`src/rtl/sico_stream_tap.sv`:
```
// sico_stream_tap: passive multi-lane valid/ready tap feeding the SiCo recorder.
// Every accepted beat is timestamped and buffered in a per-lane FIFO. One beat
// per cycle is drained round-robin into a packed record on rec_o:
//   rec_o = {valid, lane_id, drop_flag, ts, data}
// An all-zero rec_o means "no record this cycle".
// The observed streams are never back-pressured. Beats that find their lane
// FIFO full are counted in drop_cnt_o and flagged on the next stored beat of
// that lane.
// Optional build macro SICO_TAP_STALL_CNT_EN adds per-lane stall counters on
// stall_cnt_o.
module sico_stream_tap #(
  parameter  int LANES  = 2,
  parameter  int DATA_W = 8,
  parameter  int DEPTH  = 4,
  parameter  int TS_W   = 16,
  localparam int LID_W  = (LANES > 1) ? $clog2(LANES) : 1,
  localparam int REC_W  = 1 + LID_W + 1 + TS_W + DATA_W
) (
  input  logic                      clk_i,
  input  logic                      rst_ni,
  input  logic [LANES-1:0]          valid_i,
  input  logic [LANES-1:0]          ready_i,
  input  logic [LANES*DATA_W-1:0]   data_i,
  output logic [REC_W-1:0]          rec_o,
  output logic [31:0]               drop_cnt_o
`ifdef SICO_TAP_STALL_CNT_EN
  ,
  output logic [LANES*32-1:0]       stall_cnt_o
`endif
);

  localparam int AW    = $clog2(DEPTH);
  localparam int ENT_W = 1 + TS_W + DATA_W;
  localparam logic [AW:0] PTR_ONE = {{AW{1'b0}}, 1'b1};

  // FIFO storage and state
  logic [ENT_W-1:0] mem_q    [LANES][DEPTH];
  logic [AW:0]      wr_ptr_q [LANES];
  logic [AW:0]      rd_ptr_q [LANES];
  logic [LANES-1:0] pend_q;
  logic [TS_W-1:0]  ts_q,   ts_d;
  logic [LID_W-1:0] last_q, last_d;
  logic [REC_W-1:0] rec_q,  rec_d;
  logic [31:0]      drop_q, drop_d;

  // Per-cycle decode
  logic [LANES-1:0] empty_s;
  logic [LANES-1:0] full_s;
  logic [LANES-1:0] acc_s;
  logic [LANES-1:0] push_s;
  logic [LANES-1:0] drop_s;
  logic [LANES-1:0] pop_s;
  logic [LID_W-1:0] cand_s;
  logic [LID_W-1:0] gnt_s;
  logic             gnt_vld_s;
  logic [ENT_W-1:0] head_s;
  logic [32:0]      drop_sum_s;

  // FIFO occupancy: equal pointers mean empty, differing only in the wrap bit means full
  always_comb begin
    empty_s = '0;
    full_s  = '0;
    for (int n = 0; n < LANES; n++) begin
      empty_s[n] = (wr_ptr_q[n] == rd_ptr_q[n]);
      full_s[n]  = (wr_ptr_q[n][AW] != rd_ptr_q[n][AW]) &&
                   (wr_ptr_q[n][AW-1:0] == rd_ptr_q[n][AW-1:0]);
    end
  end

  // Round-robin grant: first non-empty lane after the last granted one
  always_comb begin
    cand_s    = '0;
    gnt_s     = '0;
    gnt_vld_s = 1'b0;
    pop_s     = '0;
    for (int i = 1; i <= LANES; i++) begin
      cand_s = LID_W'((int'(last_q) + i) % LANES);
      if (!gnt_vld_s && !empty_s[cand_s]) begin
        gnt_vld_s = 1'b1;
        gnt_s     = cand_s;
      end else begin
        gnt_vld_s = gnt_vld_s;
      end
    end
    if (gnt_vld_s) begin
      pop_s[gnt_s] = 1'b1;
    end else begin
      pop_s = '0;
    end
  end

  // Acceptance: a full lane still takes the beat if it is being popped this cycle
  always_comb begin
    acc_s  = valid_i & ready_i;
    push_s = '0;
    drop_s = '0;
    for (int n = 0; n < LANES; n++) begin
      push_s[n] = acc_s[n] & (~full_s[n] | pop_s[n]);
      drop_s[n] = acc_s[n] & full_s[n] & ~pop_s[n];
    end
  end

  // Next-state for timestamp, drop counter, grant pointer and output record
  always_comb begin
    ts_d       = ts_q + TS_W'(1);
    drop_sum_s = {1'b0, drop_q} + 33'($countones(drop_s));
    if (drop_sum_s[32]) begin
      drop_d = 32'hFFFF_FFFF;
    end else begin
      drop_d = drop_sum_s[31:0];
    end
    head_s = mem_q[gnt_s][rd_ptr_q[gnt_s][AW-1:0]];
    if (gnt_vld_s) begin
      last_d = gnt_s;
      rec_d  = {1'b1, gnt_s, head_s};
    end else begin
      last_d = last_q;
      rec_d  = '0;
    end
  end

  // FIFO payload storage; contents are only read when the pointers say valid
  always_ff @(posedge clk_i) begin
    for (int n = 0; n < LANES; n++) begin
      if (push_s[n]) begin
        mem_q[n][wr_ptr_q[n][AW-1:0]] <= {pend_q[n], ts_q, data_i[n*DATA_W +: DATA_W]};
      end
    end
  end

  // Control state: pointers, pending-drop flags, timestamp, counters, record
  always_ff @(posedge clk_i or negedge rst_ni) begin
    if (!rst_ni) begin
      for (int n = 0; n < LANES; n++) begin
        wr_ptr_q[n] <= '0;
        rd_ptr_q[n] <= '0;
      end
      pend_q <= '0;
      ts_q   <= '0;
      last_q <= LID_W'(LANES - 1);
      rec_q  <= '0;
      drop_q <= 32'd0;
    end else begin
      for (int n = 0; n < LANES; n++) begin
        if (push_s[n]) begin
          wr_ptr_q[n] <= wr_ptr_q[n] + PTR_ONE;
          pend_q[n]   <= 1'b0;
        end else if (drop_s[n]) begin
          pend_q[n]   <= 1'b1;
        end
        if (pop_s[n]) begin
          rd_ptr_q[n] <= rd_ptr_q[n] + PTR_ONE;
        end
      end
      ts_q   <= ts_d;
      last_q <= last_d;
      rec_q  <= rec_d;
      drop_q <= drop_d;
    end
  end

  assign rec_o      = rec_q;
  assign drop_cnt_o = drop_q;

`ifdef SICO_TAP_STALL_CNT_EN
  for (genvar g = 0; g < LANES; g++) begin : g_stall
    logic [31:0] stall_q;

    // Count cycles where the lane offers data but the sink is not ready
    always_ff @(posedge clk_i or negedge rst_ni) begin
      if (!rst_ni) begin
        stall_q <= 32'd0;
      end else if (valid_i[g] && !ready_i[g] && (stall_q != 32'hFFFF_FFFF)) begin
        stall_q <= stall_q + 32'd1;
      end
    end

    assign stall_cnt_o[g*32 +: 32] = stall_q;
  end
`endif

endmodule

```
`config.mk`:
```
export PLATFORM = sky130hd
export DESIGN_NAME = sico_stream_tap
export DESIGN_NICKNAME = d
export VERILOG_FILES = /design/src/rtl/sico_stream_tap.sv
export SDC_FILE = /design/constraint.sdc
export NUM_CORES = 1
export LEC_CHECK = 0
export CORE_UTILIZATION = 55
export CTS_CLUSTER_DIAMETER = 200
export DETAILED_ROUTE_END_ITERATION = 10
export HOLD_SLACK_MARGIN = 0.03
export PLACE_DENSITY = 0.77
export SYNTH_ARGS = -nofsm -noshare
export SYNTH_HDL_FRONTEND = slang
export SYNTH_SLANG_ARGS = --single-unit
```
`constraint.sdc`:
```
create_clock -name clk_i -period 5.1 [get_ports clk_i]
set_input_delay 1.02 -clock clk_i [delete_from_list [all_inputs] [get_ports clk_i]]
set_output_delay 1.02 -clock clk_i [all_outputs]
set_load 0.01 [all_outputs]
```
== Word level (Yosys, flattened, before mapping) ==
Memory sizes are Yosys's and may differ from the RTL's.
Index checks and enable logic that the tools add are counted.

* Memories: 1
* RAM bits: 200
* Input bits: 22
* Bits in registers: 90

{| class="wikitable"
|+ Memory list
! memory !! depth !! bits a word !! rd ports !! clocked after Yosys merged registers in !! wr ports !! RTL line !! text
|-
| mem_q || 2 || 100 || 1 || 0 || 2 || 37 || <nowiki>logic [ENT_W-1:0] mem_q [LANES][DEPTH];</nowiki>
|}

* Bitwise gates (word level): 17
* Order comparisons: 10
* Reductions and logical operators: 9
* Add/sub/neg operators: 9
* Eq/ne operators: 6
* Muxes and demuxes: 31

{| class="wikitable"
|+ Operators with widths
! operator !! number
|-
| 100-bit two-way mux || 2
|-
| 25-bit demux with 2-bit select || 2
|-
| 25-bit two-way mux || 4
|-
| 25-bit binary-select mux with 2-bit select || 1
|-
| 32-bit by 2-bit adder with 33-bit output || 1
|-
| 32-bit two-way mux || 1
|-
| 27-bit two-way mux || 1
|-
| 16-bit by 1-bit adder with 16-bit output, second input constant || 1
|-
| 1-bit two-way mux || 15
|-
| 3-bit by 1-bit adder with 3-bit output, second input constant || 4
|-
| 3-bit greater-or-equal comparator, second input constant || 3
|-
| 2-bit inverter with 3-bit output || 3
|-
| 2-bit two-way mux || 4
|-
| 1-bit bitwise AND || 6
|-
| 3-bit equality test || 2
|-
| 1-bit logical AND || 6
|-
| 1-bit by 2-bit less-than comparator with 1-bit output, second input constant || 3
|-
| 3-bit by 1-bit less-than comparator with 1-bit output, second input constant || 2
|-
| 2-bit equality test || 2
|-
| 1-bit inverter || 4
|-
| 2-bit nonzero test || 2
|-
| 1-bit adder, second input constant || 2
|-
| 1-bit by 1-bit adder with 2-bit output || 1
|-
| 2-bit bitwise AND || 1
|-
| 7 further kinds || 9
|}

== Logic depth before layout (Yosys ltp) ==
* Depth in word-level cells: 16
* Depth in mapped cells: 12
* Depth with buffers taken out: 11

== Worst setup path after synthesis ==
OpenSTA, ideal clock, no wires.

* Path kind: flip-flop to flip-flop
* Start point: reg rd_ptr_q[3] (netlist name)
* End point: reg drop_q[30] (netlist: drop_cnt_o[30])
* Setup time: 125 ps
* Arrival time: 2954 ps
* Setup slack: 2022 ps
* Data required time: 4975 ps
* Stages on the path, launching flop included: 13
* Cells stage by stage: dfrtp_1 clkbuf_1 xnor2_1 nand2_1 or4_1 nor2_1 fa_1 ha_1 nand2_1 nor4_2 nand2_1 nor3_1 mux2_2

* Longest elaborated chain between the ends: 16

{| class="wikitable"
|+ Ends and longest elaborated chain
! what !! RTL line !! text
|-
| from (decl) || 39 || <nowiki>logic [AW:0] rd_ptr_q [LANES];</nowiki>
|-
| from (signal, indexed assignment) || 152 || <nowiki>rd_ptr_q[n] <= rd_ptr_q[n] + PTR_ONE;</nowiki>
|-
| 3-bit equality test || 64 || <nowiki>empty_s[n] = (wr_ptr_q[n] == rd_ptr_q[n]);</nowiki>
|-
| 1-bit two-way mux (implied by the code) (2 in series) || 78 || <nowiki>if (!gnt_vld_s && !empty_s[cand_s]) begin</nowiki>
|-
| 1-bit zero test || 78 ||
|-
| 1-bit logical AND || 78 ||
|-
| 1-bit two-way mux || 78 ||
|-
| 1-bit by 2-bit less-than comparator with 1-bit output (implied by the code) / 1-bit greater-or-equal comparator (equally long branches) || 86 || <nowiki>pop_s[gnt_s] = 1'b1;</nowiki>
|-
| 1-bit logical AND (implied by the code) || 86 ||
|-
| 1-bit two-way mux (implied by the code) || 86 ||
|-
| 1-bit demux with 1-bit select || 86 ||
|-
| 2-bit two-way mux || 85 || <nowiki>if (gnt_vld_s) begin</nowiki>
|-
| 1-bit inverter || 99 || <nowiki>drop_s[n] = acc_s[n] & full_s[n] & ~pop_s[n];</nowiki>
|-
| 1-bit bitwise AND || 99 ||
|-
| 1-bit by 1-bit adder with 2-bit output (implied by the code) * || 106 || <nowiki>drop_sum_s = {1'b0, drop_q} + 33'($countones(drop_s));</nowiki>
|-
| 32-bit by 2-bit adder with 33-bit output * || 106 ||
|-
| 32-bit two-way mux * || 107 || <nowiki>if (drop_sum_s[32]) begin</nowiki>
|-
| via drop_d[30] || 44 || <nowiki>logic [31:0] drop_q, drop_d;</nowiki>
|-
| to (signal assigned) || 158 || <nowiki>drop_q <= drop_d;</nowiki>
|-
| to (decl) || 44 ||
|}

The timed path passes the listed nets; every way through them passes the cells marked *. The select of a mux whose other input is x is not followed.
A chain may end at the register's enable or synchronous reset.

== Worst setup path in the final report ==
* Start point: reg rd_ptr_q[4] (netlist name)
* End point: reg drop_q[30] (netlist: drop_cnt_o[30])

Same word-level chain as after synthesis.

==> impl_metrics.yaml <==
clock_network:
  cts.path.max_buffers: 3
  holdBufCountCts: 0
  path_clk_slew_ns: 0.06
  numCtsBuffers: 28
  cts_tree: "built"
  cts_root_buf: "clkbuf_16"
  htreeDepth: 1
  cts_sinks: 290
  clkLatencyLatePin_ns: 0.56
  cts_resized: 0
  postCtsSetupBuffers: 0
run_status:
  status: "finished clean"
flow_run:
  drv_cap: 0
timing:
  post-route-period-util: 0.698
  setup_viol: 0
  hold_viol: 0
  rsz0062_at_grt: "no"
  maxSlewHeadroom: 0.363
  whs_ns: 0.496
  finalClockSkew_ns: 0.0256
  tns_ns: 0
  min_period_ns: 3.56
  fmax_ghz: 0.281
  tightest_slew_ns: 0.956
  slew_violations: 0
yosys:
  synth_fa_ha_area_frac: 0.0145
  ys_async_sr_fraction: 0.310
  synth_cells: 719
  yosysTopAreaCell: "edfxtp_1"
  synth_compound_area_frac: 0.0279
  ys_warn_count: 0
  synth-simple-area-share: 0.0615
  synth_top_family_by_area: "multiplexers"
  synth_top_area_frac: 0.512
  netlist_top_cells_area: "edfxtp_1 (51%), dfrtp_1 (19%), mux2i_1 (7.8%)"
  synth_nets: 754
  yosys-top-cells-count: "edfxtp_1 (200), mux2i_1 (92), dfrtp_1 (89)"
  syn_area_per_cell_sq_um: 16.3
  ys_ff_latch: 290
  synth_flop_cell: "edfxtp_1"
  ys_seq_area_frac: 0.704
  synth_xor_area_frac: 0.0366
  synthMuxAreaShare: 0.136
  synth_area_sq_um: 11700
  synth_edf_count: 200
  yosysUniqueCellTypes: 46
  synth.most_common_cell: "edfxtp_1"
floorplanning:
  fp.dieH_um: 148
  dieWidth_um: 148
  coreArea_sq_um: 21000
  die-area_sq_um: 21900
  rows: 53
  initial_core_util: 0.560
  io_pins: 81
critical_path:
  worstSetupEndpointType: "flip-flop"
  r2r-end: "drop_cnt_o[30]"
  crit_path_start: "rd_ptr_q[4]"
  worstPathCellList: "xnor2_1 -> nand2_1 -> or4_1 -> nor2_1 -> fa_1 -> ha_1 -> nand2_1 -> nor4_2 -> nand2_1 -> nor3_1 -> mux2_2"
  critPathMostFrequentCell: "nand2_1"
  crit_type: "flip-flop to flip-flop"
  r2r_start: "rd_ptr_q[4]"
  slowest_delay_ns: 0.50
  slowest_stage: "dfrtp_1"
  crit_fanout: 7
  critPathTopFamily: "simple AND/OR/NAND/NOR gates"
  startpoint_type: "flip-flop"
  cp_num_buf_inv: 0
  worstRegToRegCells: 11
  cp_num_cells: 11
  crit_required_ns: 5.52
  arrival_ns: 3.98
  r2r_setup_slack_ns: 1.54
  crit_path_end: "drop_cnt_o[30]"
finish:
  antennaDiodeCount: 0
  final_nets: 847
  final_cells: 1109
  area_delta_synth_final_pct: 16.5
  drive_gt1_frac: 0.0995
  n_fill_cell: 1462
place:
  place_inst: 1057
  portBuffers: 80
  place.gp.congestion: 0.802
  hpwl_mm: 12.7
routing:
  vias_per_cell: 5.63
  vias: 6241
  drt_iter0_drc: 373
  wl_mm: 22.3
  first_pass_iters: 4
  wl_per_cell_um: 20.1
  drc: 0
  ant_nets: 0
power_and_ir_drop:
  leakage_nw: 5.26
  p_total_mw: 7.60
  power_density_nw_per_um2: 556
  vdd_drop_max_mv: 0.319
global_route:
  grt_max_degree: 61
  track_usage: 0.212
  antenna_found_initial: 0
  overflow: 0
  grt_pass1_wl_mm: 35.3
  grt_pass1_vias: 6529
min_path:
  hp-start: "wr_ptr_q[2]"
  min-delay-path-class: "flip-flop to flip-flop"
[metrics by stage]
stage               setup slack [ns]   util  area, sq um
CTS                             1.55  0.652        13700
global placement                1.44  0.610        12800
detailed placement              1.32  0.610        12800
floorplan                       2.02      -        11700
finish                          1.54  0.652        13700
global route                    1.25  0.652        13700
[layer usage]
| metal | vias up | wire [um] | GRT usage |
|---|---|---|---|
| met5 | - | 0 | 0 |
| met4 | 0 | 375 | 0.0696 |
| met3 | 38 | 1040 | 0.0276 |
| met2 | 134 | 11400 | 0.364 |
| met1 | 3180 | 9460 | 0.282 |
| li1 | 2889 | - | - |
[sequential cells by signal (all words and copies together), names as in the netlist]
name	cells
drop_cnt_o	32
ts_q	16
rd_ptr_q	6
rec_o	27
wr_ptr_q	6
last_q	1
mem_q	200
pend_q	2
[cell usage in the layout (no fill, tap or decap), types with 15 or more instances in the layout]
cell type	instances
clkbuf_16	28
clkdlybuf4s50_1	79
dfrtp_1	87
edfxtp_1	200
mux2_1	29
mux2_2	17
mux2i_1	92
nand2_1	45
nand3_1	20
o22ai_1	20
xnor2_1	34
xor2_1	15
[logic make-up (layout without fill, tap and decap cells)]
logic type,after synthesis,after routing
DFF,290,290
muxes,145,145
and+or+nand+nor,137,137
xor gates and xnor gates,49,49
AOI/OAI and AO/OA,46,46
buffers and inverters,39,154
adders and majority gates,13,13
[worst register-to-register path, cell delays in order, from the launching register on]
cell     delay [ns]
dfrtp_1        0.50
xnor2_1        0.29
nand2_1        0.10
or4_1          0.48
nor2_1         0.20
fa_1           0.30
ha_1           0.30
nand2_1        0.09
nor4_2         0.40
nand2_1        0.23
nor3_1         0.20
mux2_2         0.35
[cell type report]
class,instances,area (sq um),share of cell area
clock inverters,6,78.8,0.00577
flip-flops and latches,290,8260,0.604
well taps,275,344,0.0252
inverters,14,52.6,0.00384
repair buffers,88,858,0.0628
clock buffers,46,818,0.0599
multi-input cells,390,3260,0.238
[power breakdown]
part / switching [mW] / internal [mW] / total (mW)
registers: 0.170 / 2.92 / 3.09
clock network: 0.825 / 1.15 / 1.97
logic: 1.40 / 1.13 / 2.54
[worst min path at each step]
stage,end,slack (ns),cells after the start
6_report,wr_ptr_q[2],0.50,1
5_1_grt,wr_ptr_q[2],0.53,1
4_1_cts,wr_ptr_q[2],0.50,1
3_5_place_dp,wr_ptr_q[2],0.49,1
3_3_place_gp,wr_ptr_q[2],0.48,1
2_1_floorplan,wr_ptr_q[5],0.46,1
Power figures use the tool's default switching activity.
